==> src/rtl/mod_plpinfo_pkg.sv <==
// plpinfo_pkg: register offsets, CAPS field positions and access decode
// shared by the board-identification peripheral and its tick sub-block.
package plpinfo_pkg;

  localparam logic [31:0] OFS_ID      = 32'h0000_0000;
  localparam logic [31:0] OFS_FREQ    = 32'h0000_0004;
  localparam logic [31:0] OFS_CYCLO   = 32'h0000_0008;
  localparam logic [31:0] OFS_CYCHI   = 32'h0000_000C;
  localparam logic [31:0] OFS_MSEC    = 32'h0000_0010;
  localparam logic [31:0] OFS_CAPS    = 32'h0000_0014;
  localparam logic [31:0] OFS_SCRATCH = 32'h0000_0020;

  // CAPS layout: {16'b0, scratch_count[7:0], 7'b0, cycle_en}
  localparam int CAPS_CYCLE_EN_BIT = 0;
  localparam int CAPS_SCRATCH_LSB  = 8;
  localparam int CAPS_SCRATCH_W    = 8;

  typedef enum logic [1:0] {
    ACC_NONE = 2'd0,
    ACC_RD   = 2'd1,
    ACC_WR   = 2'd2
  } acc_e;

  // drw = 2'b11 counts as a write only; a read needs exactly 2'b10.
  function automatic acc_e decode_acc(input logic de, input logic [1:0] drw);
    if (!de)               return ACC_NONE;
    else if (drw[0])       return ACC_WR;
    else if (drw == 2'b10) return ACC_RD;
    else                   return ACC_NONE;
  endfunction

endpackage

==> src/rtl/mod_plpinfo_tick.sv <==
// mod_plpinfo_tick: millisecond prescaler and 32-bit MSEC counter.
// A load writes MSEC and restarts the prescaler; it wins over a same-cycle tick.
module mod_plpinfo_tick #(
  parameter int TICK_DIV = 25000
) (
  input  logic        clk,
  input  logic        rst,
  input  logic        load,
  input  logic [31:0] load_val,
  output logic [31:0] msec
);

  localparam int            PW = $clog2(TICK_DIV);
  localparam logic [PW-1:0] TC = PW'(TICK_DIV - 1);

  logic [PW-1:0] presc;
  logic          term;

  assign term = (presc == TC);

  // prescaler counts 0..TICK_DIV-1; terminal count bumps MSEC
  always_ff @(posedge clk) begin
    if (!rst) begin
      presc <= '0;
      msec  <= '0;
    end else if (load) begin
      presc <= '0;
      msec  <= load_val;
    end else if (term) begin
      presc <= '0;
      msec  <= msec + 32'd1;
    end else begin
      presc <= presc + PW'(1);
    end
  end

endmodule

==> src/rtl/mod_plpinfo.sv <==
// mod_plpinfo: board-identification peripheral on the PLP data bus.
// ID/FREQ/CAPS constants, 64-bit cycle counter with coherent high-word
// snapshot, millisecond uptime and SCRATCH_COUNT scratch words.
// Optional macro PLPINFO_CYCLE_EN builds the cycle counter and snapshot;
// without it CYCLO/CYCHI read 0 and CYCLO writes are ignored.
module mod_plpinfo
  import plpinfo_pkg::*;
#(
  parameter logic [31:0] CPU_ID        = 32'h0000_0300,
  parameter logic [31:0] BOARD_FREQ    = 32'h017d_7840,
  parameter int          TICK_DIV      = 25000,
  parameter int          SCRATCH_COUNT = 4
) (
  input  logic        clk,
  input  logic        rst,
  input  logic        ie,
  input  logic [31:0] iaddr,
  input  logic        de,
  input  logic [31:0] daddr,
  input  logic [1:0]  drw,
  input  logic [31:0] din,
  output logic [31:0] iout,
  output logic [31:0] dout
);

  acc_e        acc;
  logic        rd, wr;
  logic [31:0] msec;
  logic [31:0] cyc_lo;
  logic [31:0] snap_hi;
  logic [31:0] caps;
  logic [31:0] scr_rd;
  logic        cycle_en;
  logic        unused_ok;

  logic [SCRATCH_COUNT-1:0][31:0] scr;
  logic [SCRATCH_COUNT-1:0]       scr_hit;

  assign acc  = decode_acc(de, drw);
  assign rd   = (acc == ACC_RD);
  assign wr   = (acc == ACC_WR);
  assign iout = '0;

  // instruction side is not decoded by this block
  assign unused_ok = ^{ie, iaddr};

  mod_plpinfo_tick #(.TICK_DIV(TICK_DIV)) u_tick (
    .clk      (clk),
    .rst      (rst),
    .load     (wr && (daddr == OFS_MSEC)),
    .load_val (din),
    .msec     (msec)
  );

`ifdef PLPINFO_CYCLE_EN
  logic [63:0] cyc;
  logic [31:0] snap;

  // free-running cycle counter; a CYCLO read latches the high half that
  // pairs with the low half being returned this cycle
  always_ff @(posedge clk) begin
    if (!rst) begin
      cyc  <= '0;
      snap <= '0;
    end else begin
      if (wr && (daddr == OFS_CYCLO)) cyc <= '0;
      else                            cyc <= cyc + 64'd1;
      if (rd && (daddr == OFS_CYCLO)) snap <= cyc[63:32];
    end
  end

  assign cyc_lo   = cyc[31:0];
  assign snap_hi  = snap;
  assign cycle_en = 1'b1;
`else
  assign cyc_lo   = '0;
  assign snap_hi  = '0;
  assign cycle_en = 1'b0;
`endif

  assign caps = {16'b0, CAPS_SCRATCH_W'(SCRATCH_COUNT), 7'b0, cycle_en};

  // full-address match per scratch word
  for (genvar i = 0; i < SCRATCH_COUNT; i++) begin : g_hit
    assign scr_hit[i] = (daddr == (OFS_SCRATCH + 32'(4 * i)));
  end

  // scratch words: whole-word writes only
  always_ff @(posedge clk) begin
    if (!rst) begin
      scr <= '0;
    end else begin
      for (int i = 0; i < SCRATCH_COUNT; i++)
        if (wr && scr_hit[i]) scr[i] <= din;
    end
  end

  // combinational read mux; unmapped or non-read accesses return 0
  always_comb begin
    scr_rd = '0;
    for (int i = 0; i < SCRATCH_COUNT; i++)
      if (scr_hit[i]) scr_rd = scr[i];
    dout = '0;
    if (rd) begin
      case (daddr)
        OFS_ID:    dout = CPU_ID;
        OFS_FREQ:  dout = BOARD_FREQ;
        OFS_CYCLO: dout = cyc_lo;
        OFS_CYCHI: dout = snap_hi;
        OFS_MSEC:  dout = msec;
        OFS_CAPS:  dout = caps;
        default:   dout = scr_rd;
      endcase
    end
  end

endmodule

==> config.mk <==
export PLATFORM = sky130hd
export DESIGN_NAME = mod_plpinfo
export DESIGN_NICKNAME = d
export VERILOG_FILES = /design/src/rtl/mod_plpinfo_pkg.sv /design/src/rtl/mod_plpinfo_tick.sv /design/src/rtl/mod_plpinfo.sv
export SDC_FILE = /design/constraint.sdc
export NUM_CORES = 1
export LEC_CHECK = 0
export BUFFER_PORTS_ARGS = -buffer_cell sky130_fd_sc_hd__buf_2
export CORE_MARGIN = 2
export CORE_UTILIZATION = 45
export DETAILED_ROUTE_END_ITERATION = 7
export HOLD_SLACK_MARGIN = 0.03
export PLACE_DENSITY = 0.67
export SYNTH_ARGS = -nofsm -noshare
export SYNTH_HDL_FRONTEND = slang
export SYNTH_SLANG_ARGS = --single-unit
==> constraint.sdc <==
create_clock -name clk -period 5.8 [get_ports clk]
set_input_delay 0.87 -clock clk [delete_from_list [all_inputs] [get_ports clk]]
set_output_delay 0.87 -clock clk [all_outputs]
set_load 0.005 [all_outputs]
# Yosys cells after proc, flatten, opt, wreduce, memory -nomap -nowiden
# Index checks and enable logic that the tools add are counted.
# W data, S select, Z words.
[word_totals] latchBits=0 ram_bits=0 input_bits=102 output_inout_bits=64 romBits=0 memories=0 register_bits=175 word_cells=42
[op_classes] eq_ne=13 mul=0 muxes=11 div_mod_pow=0 n_reduce_logical=9 shifts=0 n_lt_le_gt_ge=0 add_sub_neg=2 bitwise=1
[op_table] cell="$mux W32" n=7
[op_table] cell="$pmux W32 S5" n=1
[op_table] cell="$eq A32 B6 Y1 const B" n=4
[op_table] cell="$eq A32 B4 Y1 const B" n=2
[op_table] cell="$eq A32 B5 Y1 const B" n=2
[op_table] cell="$add A32 B1 Y32 const B" n=1
[op_table] cell="$eq A32 B3 Y1 const B" n=1
[op_table] cell="$logic_not A32 Y1" n=1
[op_table] cell="$add A15 B1 Y15 const B" n=1
[op_table] cell="$eq A15 B15 Y1 const B" n=1
[op_table] cell="$logic_and A1 B1 Y1" n=5
[op_table] cell="$eq A2 B2 Y1 const B" n=2
[op_table] cell="$mux W2" n=2
[op_table] cell="$reduce_or A3 Y1" n=1
[op_table] cell="$eq A2 B1 Y1 const B" n=1
[op_table] cell="$reduce_bool A2 Y1" n=1
[op_table] cell="$reduce_or A2 Y1" n=1
[op_table] cell="$mux W1" n=1
[op_table] cell="$not A1 Y1" n=1

# Logic depth before layout (Yosys ltp)
# Gate-level depths: netlist of the first run.
[depth] ltp_word=7 mapped_depth=8 mapped_depth_nobuf=6

# By module
# From an unflattened synthesis of the first run, not the netlist that was laid out.
[hier_totals] hier_cells=946 hier_area_um2=8867.3
[modules_own_cells] module="mod_plpinfo" area_per_inst_um2=6362.4 n_inst=1 cells_each=648
[modules_own_cells] module="mod_plpinfo_tick" area_per_inst_um2=2504.9 n_inst=1 cells_each=298

# Worst setup path before layout of the first run
# OpenSTA, ideal clock, no wires.
[synth_timing] path_kind="input to output" start="input daddr[3]" end="output dout[26]" path_buffers=3 stages=6 t_arrival_ns=2.353 required_time_ns=4.930 slack_ns=2.577 cell_sequence="clkbuf_1 > buf_2 > buf_2 > mux4_2 > a22oi_1 > nor2_1"
[synth_between] elab_chain_len=7 word_cells_on_any_way=17 classes_between="9 x eq/ne; 6 x mux; 2 x reduce/logical"
[synth_lines] item="start, declared" line="mod_plpinfo.sv:19" source="input logic [31:0] daddr,"
[synth_lines] item="$eq A32 B6 Y1" line="mod_plpinfo.sv:85" source="assign scr_hit[i] = (daddr == (OFS_SCRATCH + 32'(4 * i)));"
[synth_lines] item="$mux W32 (4 in series)" line="mod_plpinfo.sv:102" source="if (scr_hit[i]) scr_rd = scr[i];"
[synth_lines] item="$pmux W32 S5 (*)" line="mod_plpinfo.sv:105" source="case (daddr)"
[synth_lines] item="$mux W32 (*)" line="mod_plpinfo.sv:104" source="if (rd) begin"
[synth_lines] item="end, declared" line="mod_plpinfo.sv:23" source="output logic [31:0] dout"
# Every way passes the cells marked *; elsewhere a longest branch is shown, timed or not.

# Worst setup path in the final report of the first run
[layout_timing] start="input daddr[2]" end="output dout[14]"
# The elaborated chain is that of the path after synthesis.

==> summary.txt, run 1 <==
Status - finished clean
Largest net degree at the start of global routing - 116
CTS Buffer Depth - 2
Gr usage total - 20.57%
Final Skew - 0.01069 ns
First-pass GRT wire length - 35380 um
Final hold vios - 0
TritonCTS clock tree - yes
Die W - 146.5 um
Synth Instances - 938
EDFF count, synth - 0
Design Area, Final - 0.01018 sq mm
Area fraction of the dominant cell type after synthesis - 38.32%
GPL Wtd Cong - 0.7526
Share of layout cells above drive strength 1 - 18.24%
Crit Path Category - input pin to output pin
RSZ-0062 raised after global routing - false
DRC viols - 0
Post-cts resize count - 0
Worst Path Required - 4.93 ns
Setup TNS - 0 ns
Pre-Repair DR Iteration Count - 5
Wire length per cell - 16.91 um
Vias - 6893
Post-layout util - 50.65%
WL final - 21730 um
Initial Util - 45.47%
Initial DRC Count - 470
Clk sinks - 175
Synthesized area - 0.009141 sq mm
CTS Buf Count - 17
Vias in the first global route - 6629
Hold Path Class - flop to flop
Rel. slew slack - 34.33%
Startpoint types - input pin
Clock latency reported for the late side of the worst-skew pair - 0.43 ns
Core Area - 0.02010 sq mm
CP peak stage delay - 0.40 ns
Root Buffer - clkbuf_16
Die area - 0.02147 sq mm
Critical Path End Type - output pin
Clock transition at path regs - 0.07 ns
Final Critical Period - 3.924 ns
Yosys top cell by area - dfxtp_1
Worst-path fanout max - 25
Synthesized flop and latch total - 175
F_max - 254.9 MHz
CTS hold repair buffers - 0
Synth top area cells - dfxtp_1 (38%), mux2i_1 (16%), nor2b_1 (9.0%)
# rows - 52
Worst path slowest cell - buf_4
Remaining antenna violation count after routing - 0
Power Dens Cells - 240.5 mW/mm^2
Worst-path cell chain - buf_2 -> buf_4 -> nand3b_1 -> nor3_2 -> buf_4 -> a21oi_1 -> nor3_1 -> buf_2
Hpwl dp - 14190 um
DIE HEIGHT - 146.5 um
Max-cap violations - 0
GRT overflow - 0
Dominant synthesized flop cell - dfxtp_1
Most frequent cell after synthesis - dfxtp_1
Worst vdd ir - 0.1868 mV
P&R area growth vs syn - 11.39%
Synth top cells by count - dfxtp_1 (175), mux2i_1 (143), nor2b_1 (131)
Leakage - 3.952 nW
H-tree depth - 4
Max Slew Vio Count - 0
Port Buffers - 100
# IOs - 166
Routed vias/inst - 5.364
Post-CTS setup buffer count - 0
Worst path arrival time - 3.05 ns
Placed Area - 0.009618 sq mm
Worst-Margin Slew - 0.9850 ns
Yosys warning total - 0
Post-synthesis async set-or-reset flop share - 0%
Final period utilization - 67.65%
Syn_area_per_cell - 9.745 sq um
Share of the yosys chip area belonging to registers - 38.32%
Setup Viol. Count Final - 0
Distinct cell type count after synthesis - 47
Final net count - 1106
Initial antenna violation count - 2
-- where the power goes --
group	switching, mW	internal (mW)	total [mW]	leakage [nW]
logic	0.0833	0.0542	0.137	2.27
clock network	0.493	0.613	1.11	0.276
registers	0.00196	1.20	1.20	1.41
-- cell type report --
class	instances	area, sq um
fillers	1891	9922
well taps	270	337.8
repair buffers	115	615.6
clock buffers	19	452.9
multi-input cells	685	5131
inverters	8	30.03
flip-flops and latches	175	3503
clock inverters	12	108.9
diodes	1	2.502
-- per-stage QoR --
stage,power (mW),worst slack [ns],hold WS (ns),std cells
finish,2.449,1.876,0.4806,1285
global route,2.524,1.751,0.5032,1284
CTS,2.461,1.916,0.4842,1284
detailed placement,1.370,1.931,0.4677,1253
global placement,1.369,1.937,0.4602,1253
floorplan,1.325,2.577,0.4371,969
-- per-layer routing --
metal  track usage [%]  up-vias  routed length [um]
met5                 0        -                   0
met4             4.175        0                 234
met3             4.531       26                1074
met2             33.47      207               10030
met1             28.29     3261               10390
li1                  -     3399                   -
-- registers in the layout, summed over array words and instances (netlist names) --
register,count
u_tick.presc,15
u_tick.msec,32
scr,128
-- worst max-delay path: cells and delay by family --
kind | cells | cell delay, ns
AND/OR/NAND/NOR | 3 | 0.89
AO/OA/AOI/OAI | 1 | 0.12
buffers and inverters | 4 | 1.15
-- path summary, 6_finish.rpt --
path	to	slack (ns)	depth (start not counted)	from
worst max-delay path	dout[14]	1.88	8	daddr[2]
worst min register to register	u_tick.presc[0]	0.48	1	u_tick.presc[0]
worst max register to register	u_tick.msec[24]	3.16	6	u_tick.presc[0]
worst min-delay path	u_tick.presc[0]	0.48	1	u_tick.presc[0]
-- cell families (layout without fill, tap and decap cells) --
| family | count (synthesis) | count (layout) | share of synthesized area [%] |
|---|---|---|---|
| and+or+nand+nor | 305 | 305 | 21.15 |
| DFF | 175 | 175 | 38.32 |
| muxes | 162 | 162 | 20.34 |
| AOI/OAI and AO/OA | 141 | 141 | 8.815 |
| buffers and inverters | 109 | 154 | 6.940 |
| xor gates and xnor gates | 43 | 43 | 4.120 |
| adders and majority gates | 2 | 2 | 0.2737 |
| other | 1 | 33 | 0.04102 |
-- placed cells by master (no fill, tap or decap), types with 3 or more instances in the layout --
cell type / netlist / layout
dfxtp_1: 175 / 175
mux2i_1: 143 / 143
nor2b_1: 131 / 131
buf_2: 15 / 99
a21oi_1: 57 / 57
nor2_1: 40 / 40
conb_1: 1 / 32
a22oi_1: 30 / 30
xnor2_1: 29 / 29
o21ai_1: 28 / 28
nor3_1: 21 / 20
nand3_1: 21 / 20
mux4_2: 19 / 19
nand4_1: 19 / 19
o21ai_0: 19 / 19
clkbuf_16: 0 / 17
buf_4: 33 / 16
xor2_1: 14 / 14
nand2_1: 12 / 12
nor4_1: 12 / 12
and4_1: 11 / 11
and3_1: 7 / 7
inv_1: 7 / 7
nor4_4: 5 / 5
and2_1: 5 / 5
clkinv_2: 0 / 4
nor4_2: 3 / 3
o211a_1: 3 / 3
inv_6: 0 / 3
No activity file was read; power rests on OpenSTA's default activity.
==> run 2: changes to the inputs <==
- PLACE_DENSITY: 0.67 -> 0.69
- clock period: 5.8 -> 3.55 ns (I/O delays scaled with it)
==> summary.txt, run 2 (synthesis gave the netlist of run 1 again) <==
Final period utilization - 85.57%
Initial Util - 45.47% (unchanged)
CTS hold repair buffers - 0 (unchanged)
Status - finished clean (unchanged)
DIE HEIGHT - 146.5 um (unchanged)
Worst Path Required - 3.02 ns (was 4.93 ns)
Rel. slew slack - 46.91% (was 34.33%)
Core Area - 0.02010 sq mm (unchanged)
Critical Path End Type - output pin (unchanged)
Met1 Use GR - 28.09% (was 28.29%)
Clk network pwr share - 46.0% (was 45.2%)
Routed vias/inst - 5.290 (was 5.364)
Largest registers - scr (128), u_tick.msec (32), u_tick.presc (15) (unchanged)
Setup Viol. Count Final - 0 (unchanged)
Max reg flops - 128 (unchanged)
Final hold vios - 0 (unchanged)
Clock transition at path regs - 0.07 ns (about the same)
Power Dens Cells - 395.9 mW/mm^2 (was 240.5 mW/mm^2)
DRC viols - 0 (unchanged)
Largest Register - scr (unchanged)
Final WS setup - 0.5123 ns (was 1.876 ns)
Sw frac - 23.59% (was 23.63%)
Hpwl dp - 14430 um (was 14190 um)
Post-CTS setup buffer count - 0 (unchanged)
Final net count - 1112 (was 1106)
H-tree depth - 4 (unchanged)
Clk sinks - 175 (unchanged)
Post-cts resize count - 0 (unchanged)
P&R area growth vs syn - 12.40% (was 11.39%)
Total Power - 4.068 mW (was 2.449 mW)
Design Area, Final - 0.01027 sq mm (was 0.01018 sq mm)
Die area - 0.02147 sq mm (unchanged)
TritonCTS clock tree - yes (unchanged)
Leakage - 3.985 nW (was 3.952 nW)
Initial antenna violation count - 1 (was 2)
First-pass GRT wire length - 35020 um (was 35380 um)
Commonest cells after routing, fill and taps aside - dfxtp_1 (175), mux2i_1 (143), nor2b_1 (131) (unchanged)
N_diodes - 0 (was 1)
Clock latency reported for the late side of the worst-skew pair - 0.43 ns (about the same)
Sequential Power Share - 48.4% (was 49.2%)
Max-cap violations - 0 (unchanged)
Worst path arrival time - 2.51 ns (was 3.05 ns)
Largest net degree at the start of global routing - 88 (was 116)
Int Pwr - 3.109 mW (was 1.871 mW)
Port Buffers - 100 (unchanged)
WL final - 21590 um (was 21730 um)
Die W - 146.5 um (unchanged)
Final Skew - 0.009742 ns (was 0.01069 ns)
Worst-Margin Slew - 0.7964 ns (was 0.9850 ns)
GRT Max-Usage Layer - met2 (unchanged)
Startpoint types - input pin (unchanged)
Vias - 6830 (was 6893)
GR Layer Usage met3 - 4.406% (was 4.531%)
Met2 usage - 32.90% (was 33.47%)
Hold slack - 0.4236 ns (was 0.4806 ns)
GPL Wtd Cong - 0.7926 (was 0.7526)
Worst-path fanout max - 15 (was 25)
Dpl ws - 0.5127 ns (was 1.931 ns)
Remaining antenna violation count after routing - 0 (unchanged)
Multi-input gate area - 0.005131 sq mm (unchanged)
RSZ-0062 raised after global routing - false (unchanged)
Logic pwr share - 5.6% (about the same)
Root Buffer - clkbuf_16 (unchanged)
Most common cell after layout, fill and taps aside - dfxtp_1 (unchanged)
F_max - 329.2 MHz
# rows - 52 (unchanged)
Crit Path Category - input pin to output pin (unchanged)
CTS Buffer Depth - 2 (unchanged)
Wire length per cell - 16.72 um (was 16.91 um)
Register area - 0.003503 sq mm (unchanged)
Vias in the first global route - 6710 (was 6629)
Setup TNS - 0 ns (unchanged)
Worst vdd ir - 0.2953 mV (was 0.1868 mV)
Psw - 959.6 uW (was 578.7 uW)
Hold Path Class - input pin to flop (was flop to flop)
Gr usage total - 20.36% (was 20.57%)
Layout filler cell count - 1901 (was 1891)
GRT overflow - 0 (unchanged)
Final Critical Period - 3.038 ns
Placed Area - 0.009688 sq mm (was 0.009618 sq mm)
Pre-Repair DR Iteration Count - 5 (unchanged)
CTS Buf Count - 17 (unchanged)
# IOs - 166 (unchanged)
Initial DRC Count - 395 (was 470)
Share of layout cells above drive strength 1 - 18.61% (was 18.24%)
Max Slew Vio Count - 0 (unchanged)
==> run 2: cell types whose count changed in the layout (fill, tap and decap cells not counted), moves of 2 or more <==
cell,delta
clkbuf_8,-2
buf_12,+2
inv_8,+2
clkbuf_1,+2
buf_4,+4
clkinv_2,-3
==> run 2: path summary, 6_finish.rpt <==
check                                  endpoint  cells past startpoint       startpoint  slack (ns)
worst max-delay path                   dout[14]                      6        daddr[31]        0.51
worst min-delay path                    scr[87]                      3          din[23]        0.42
worst max register to register  u_tick.msec[27]                      6  u_tick.presc[0]        1.17
worst min register to register  u_tick.presc[0]                      1  u_tick.presc[0]        0.47
==> run 2: area by class of cell <==
type                            count  share of cell area, %
Clock inverter                     13                  1.498
Multi-Input combinational cell    685                  49.94
Clock buffer                       19                  4.213
Timing Repair Buffer              121                  6.673
Tap cell                          270                  3.288
Sequential cell                   175                  34.10
Inverter                            8                 0.2923
==> run 2: metrics by stage <==
step,utilization [%],instances
2_1_floorplan,-,969
3_3_place_gp,48.19,1259
3_5_place_dp,48.19,1259
4_1_cts,51.11,1291
5_1_grt,51.11,1291
6_report,51.11,1291
==> run 2: metal layers <==
layer,vias up,share of wire (%),wire (um)
met1,3207,48,10370
met3,13,5.1,1107
li1,3432,-,-
met2,176,46,9953
met4,2,0.67,144
met5,-,0.060,13
==> run 2: worst max-delay path, cell delays in order <==
cell and delay [ns]:
buf_2 0.12, nor4_4 0.33, nand4_4 0.22, or3_1 0.67, nor3_1 0.43, buf_2 0.19
==> run 2: power groups by stage <==
stage | Sequential (mW) | Clock [mW] | Combinational, mW
2_1_floorplan | 2.01 | 0 | 0.152
3_3_place_gp | 2.01 | 0 | 0.226
3_5_place_dp | 2.01 | 0 | 0.226
4_1_cts | 1.97 | 1.91 | 0.227
5_1_grt | 1.97 | 2.00 | 0.249
6_report | 1.97 | 1.87 | 0.227
==> run 3: changes to the inputs <==
- PLACE_DENSITY: 0.69 -> 0.67
- REMOVE_ABC_BUFFERS: unset -> 1
- clock period: 3.55 -> 3.1 ns (I/O delays scaled with it)
==> summary.txt, run 3 (synthesis gave the netlist of run 1 again) <==
Startpoint types - input pin (unchanged)
Hold Path Class - input pin to flop (unchanged)
Clock latency reported for the late side of the worst-skew pair - 0.44 ns (was 0.43 ns)
RSZ-0062 raised after global routing - false (unchanged)
Crit Path Category - input pin to output pin (unchanged)
Largest registers - scr (128), u_tick.msec (32), u_tick.presc (15) (unchanged)
Layout filler cell count - 1841 (was 1901)
Final period utilization - 94.60%
F_max - 341.0 MHz
Vias in the first global route - 6740 (was 6710)
CTS Buf Count - 17 (unchanged)
Clk sinks - 175 (unchanged)
Port Buffers - 100 (unchanged)
Most common cell after layout, fill and taps aside - dfxtp_1 (unchanged)
Remaining antenna violation count after routing - 0 (unchanged)
Worst-path cell chain - buf_2 -> nor4_2 -> nand3_2 -> or3_1 -> nor3_1 -> buf_2 (was buf_2 -> nor4_4 -> nand4_4 -> or3_1 -> nor3_1 -> buf_2)
Routed vias/inst - 5.380 (was 5.290)
Max-cap violations - 0 (unchanged)
CTS hold repair buffers - 0 (unchanged)
N_diodes - 0 (unchanged)
# IOs - 166 (unchanged)
Family with the most delay on the worst path - simple AND/OR/NAND/NOR gates (unchanged)
Final hold vios - 0 (unchanged)
Post-cts resize count - 0 (unchanged)
Largest Register - scr (unchanged)
Die area - 0.02147 sq mm (unchanged)
# rows - 52 (unchanged)
Status - finished clean (unchanged)
Pre-Repair DR Iteration Count - 6 (was 5)
WL final - 21780 um (was 21590 um)
Post-CTS setup buffer count - 0 (unchanged)
Die W - 146.5 um (unchanged)
Share of layout cells above drive strength 1 - 18.85% (was 18.61%)
Final Critical Period - 2.933 ns
H-tree depth - 4 (unchanged)
Core Area - 0.02010 sq mm (unchanged)
Hpwl dp - 14330 um (was 14430 um)
Worst Path Required - 2.63 ns (was 3.02 ns)
Dpl ws - 0.2247 ns (was 0.5127 ns)
Gr usage total - 20.38% (was 20.36%)
Largest net degree at the start of global routing - 82 (was 88)
Initial Util - 45.47% (unchanged)
Worst-Margin Slew - 0.7839 ns (was 0.7964 ns)
Rel. slew slack - 47.59% (was 46.91%)
Initial DRC Count - 457 (was 395)
Initial antenna violation count - 0 (was 1)
P&R area growth vs syn - 13.72% (was 12.40%)
Power Dens Cells - 468.9 mW/mm^2 (was 395.9 mW/mm^2)
Final net count - 1116 (was 1112)
Clock transition at path regs - 0.07 ns (about the same)
Leakage - 4.045 nW (was 3.985 nW)
CP peak stage delay - 0.69 ns (was 0.67 ns)
Wire length per cell - 16.83 um (was 16.72 um)
Setup Viol. Count Final - 0 (unchanged)
Setup TNS - 0 ns (unchanged)
CTS Buffer Depth - 2 (unchanged)
Cell repeated most along the worst path - buf_2 (unchanged)
Commonest cells after routing, fill and taps aside - dfxtp_1 (175), mux2i_1 (143), nor2b_1 (131) (unchanged)
Worst vdd ir - 0.3386 mV (was 0.2953 mV)
Worst path slowest cell - or3_1 (unchanged)
DIE HEIGHT - 146.5 um (unchanged)
Root Buffer - clkbuf_16 (unchanged)
Total Power - 4.874 mW (was 4.068 mW)
Worst path arrival time - 2.47 ns (was 2.51 ns)
GPL Wtd Cong - 0.7870 (was 0.7926)
GRT overflow - 0 (unchanged)
Final Skew - 0.01103 ns (was 0.009742 ns)
First-pass GRT wire length - 35130 um (was 35020 um)
Max Slew Vio Count - 0 (unchanged)
Critical Path End Type - output pin (unchanged)
DRC viols - 0 (unchanged)
Critical path buffers and inverters - 2 (unchanged)
Worst-path fanout max - 15 (unchanged)
Final WS setup - 0.1673 ns (was 0.5123 ns)
TritonCTS clock tree - yes (unchanged)
Max reg flops - 128 (unchanged)
Vias - 6962 (was 6830)
## run 3: metrics by stage
step,cells,utilization [%],hold WS [ns],cell area (sq um)
after floorplan,868,-,0.4373,8653
after global placement,1263,48.53,0.4579,9756
after detailed placement,1263,48.53,0.4719,9756
after CTS,1294,51.71,0.3365,10400
after global routing,1294,51.71,0.3518,10400
final,1294,51.71,0.3474,10400
## run 3: power breakdown
group | internal (mW) | leakage (nW) | switching [mW]
Clock | 1.43 | 0.302 | 0.920
Combinational | 0.108 | 2.33 | 0.157
Sequential | 2.25 | 1.41 | 0.00365
## run 3: metal layers
| metal | vias to the layer above | wire (um) | GRT usage (%) |
|---|---|---|---|
| li1 | 3431 | - | - |
| met1 | 3330 | 10160 | 26.94 |
| met2 | 177 | 10220 | 33.63 |
| met3 | 24 | 993 | 3.844 |
| met4 | 0 | 408 | 6.893 |
| met5 | - | 0 | 0 |
## run 3: path summary, 6_finish.rpt
kind,from,to,slack [ns],depth (start not counted)
setup / recovery,daddr[13],dout[22],0.17,6
hold / removal,din[2],u_tick.msec[2],0.35,2
setup reg to reg,u_tick.presc[0],u_tick.msec[24],0.97,7
hold reg to reg,u_tick.presc[0],u_tick.presc[0],0.49,1
## run 3: layout make-up
| type | instances | area [sq um] | area share, % |
|---|---|---|---|
| Clock inverter | 12 | 206.4 | 1.986 |
| Timing Repair Buffer | 125 | 753.2 | 7.246 |
| Multi-Input combinational cell | 685 | 5131 | 49.36 |
| Clock buffer | 19 | 432.9 | 4.165 |
| Tap cell | 270 | 337.8 | 3.250 |
| Inverter | 8 | 30.03 | 0.2889 |
| Sequential cell | 175 | 3503 | 33.70 |
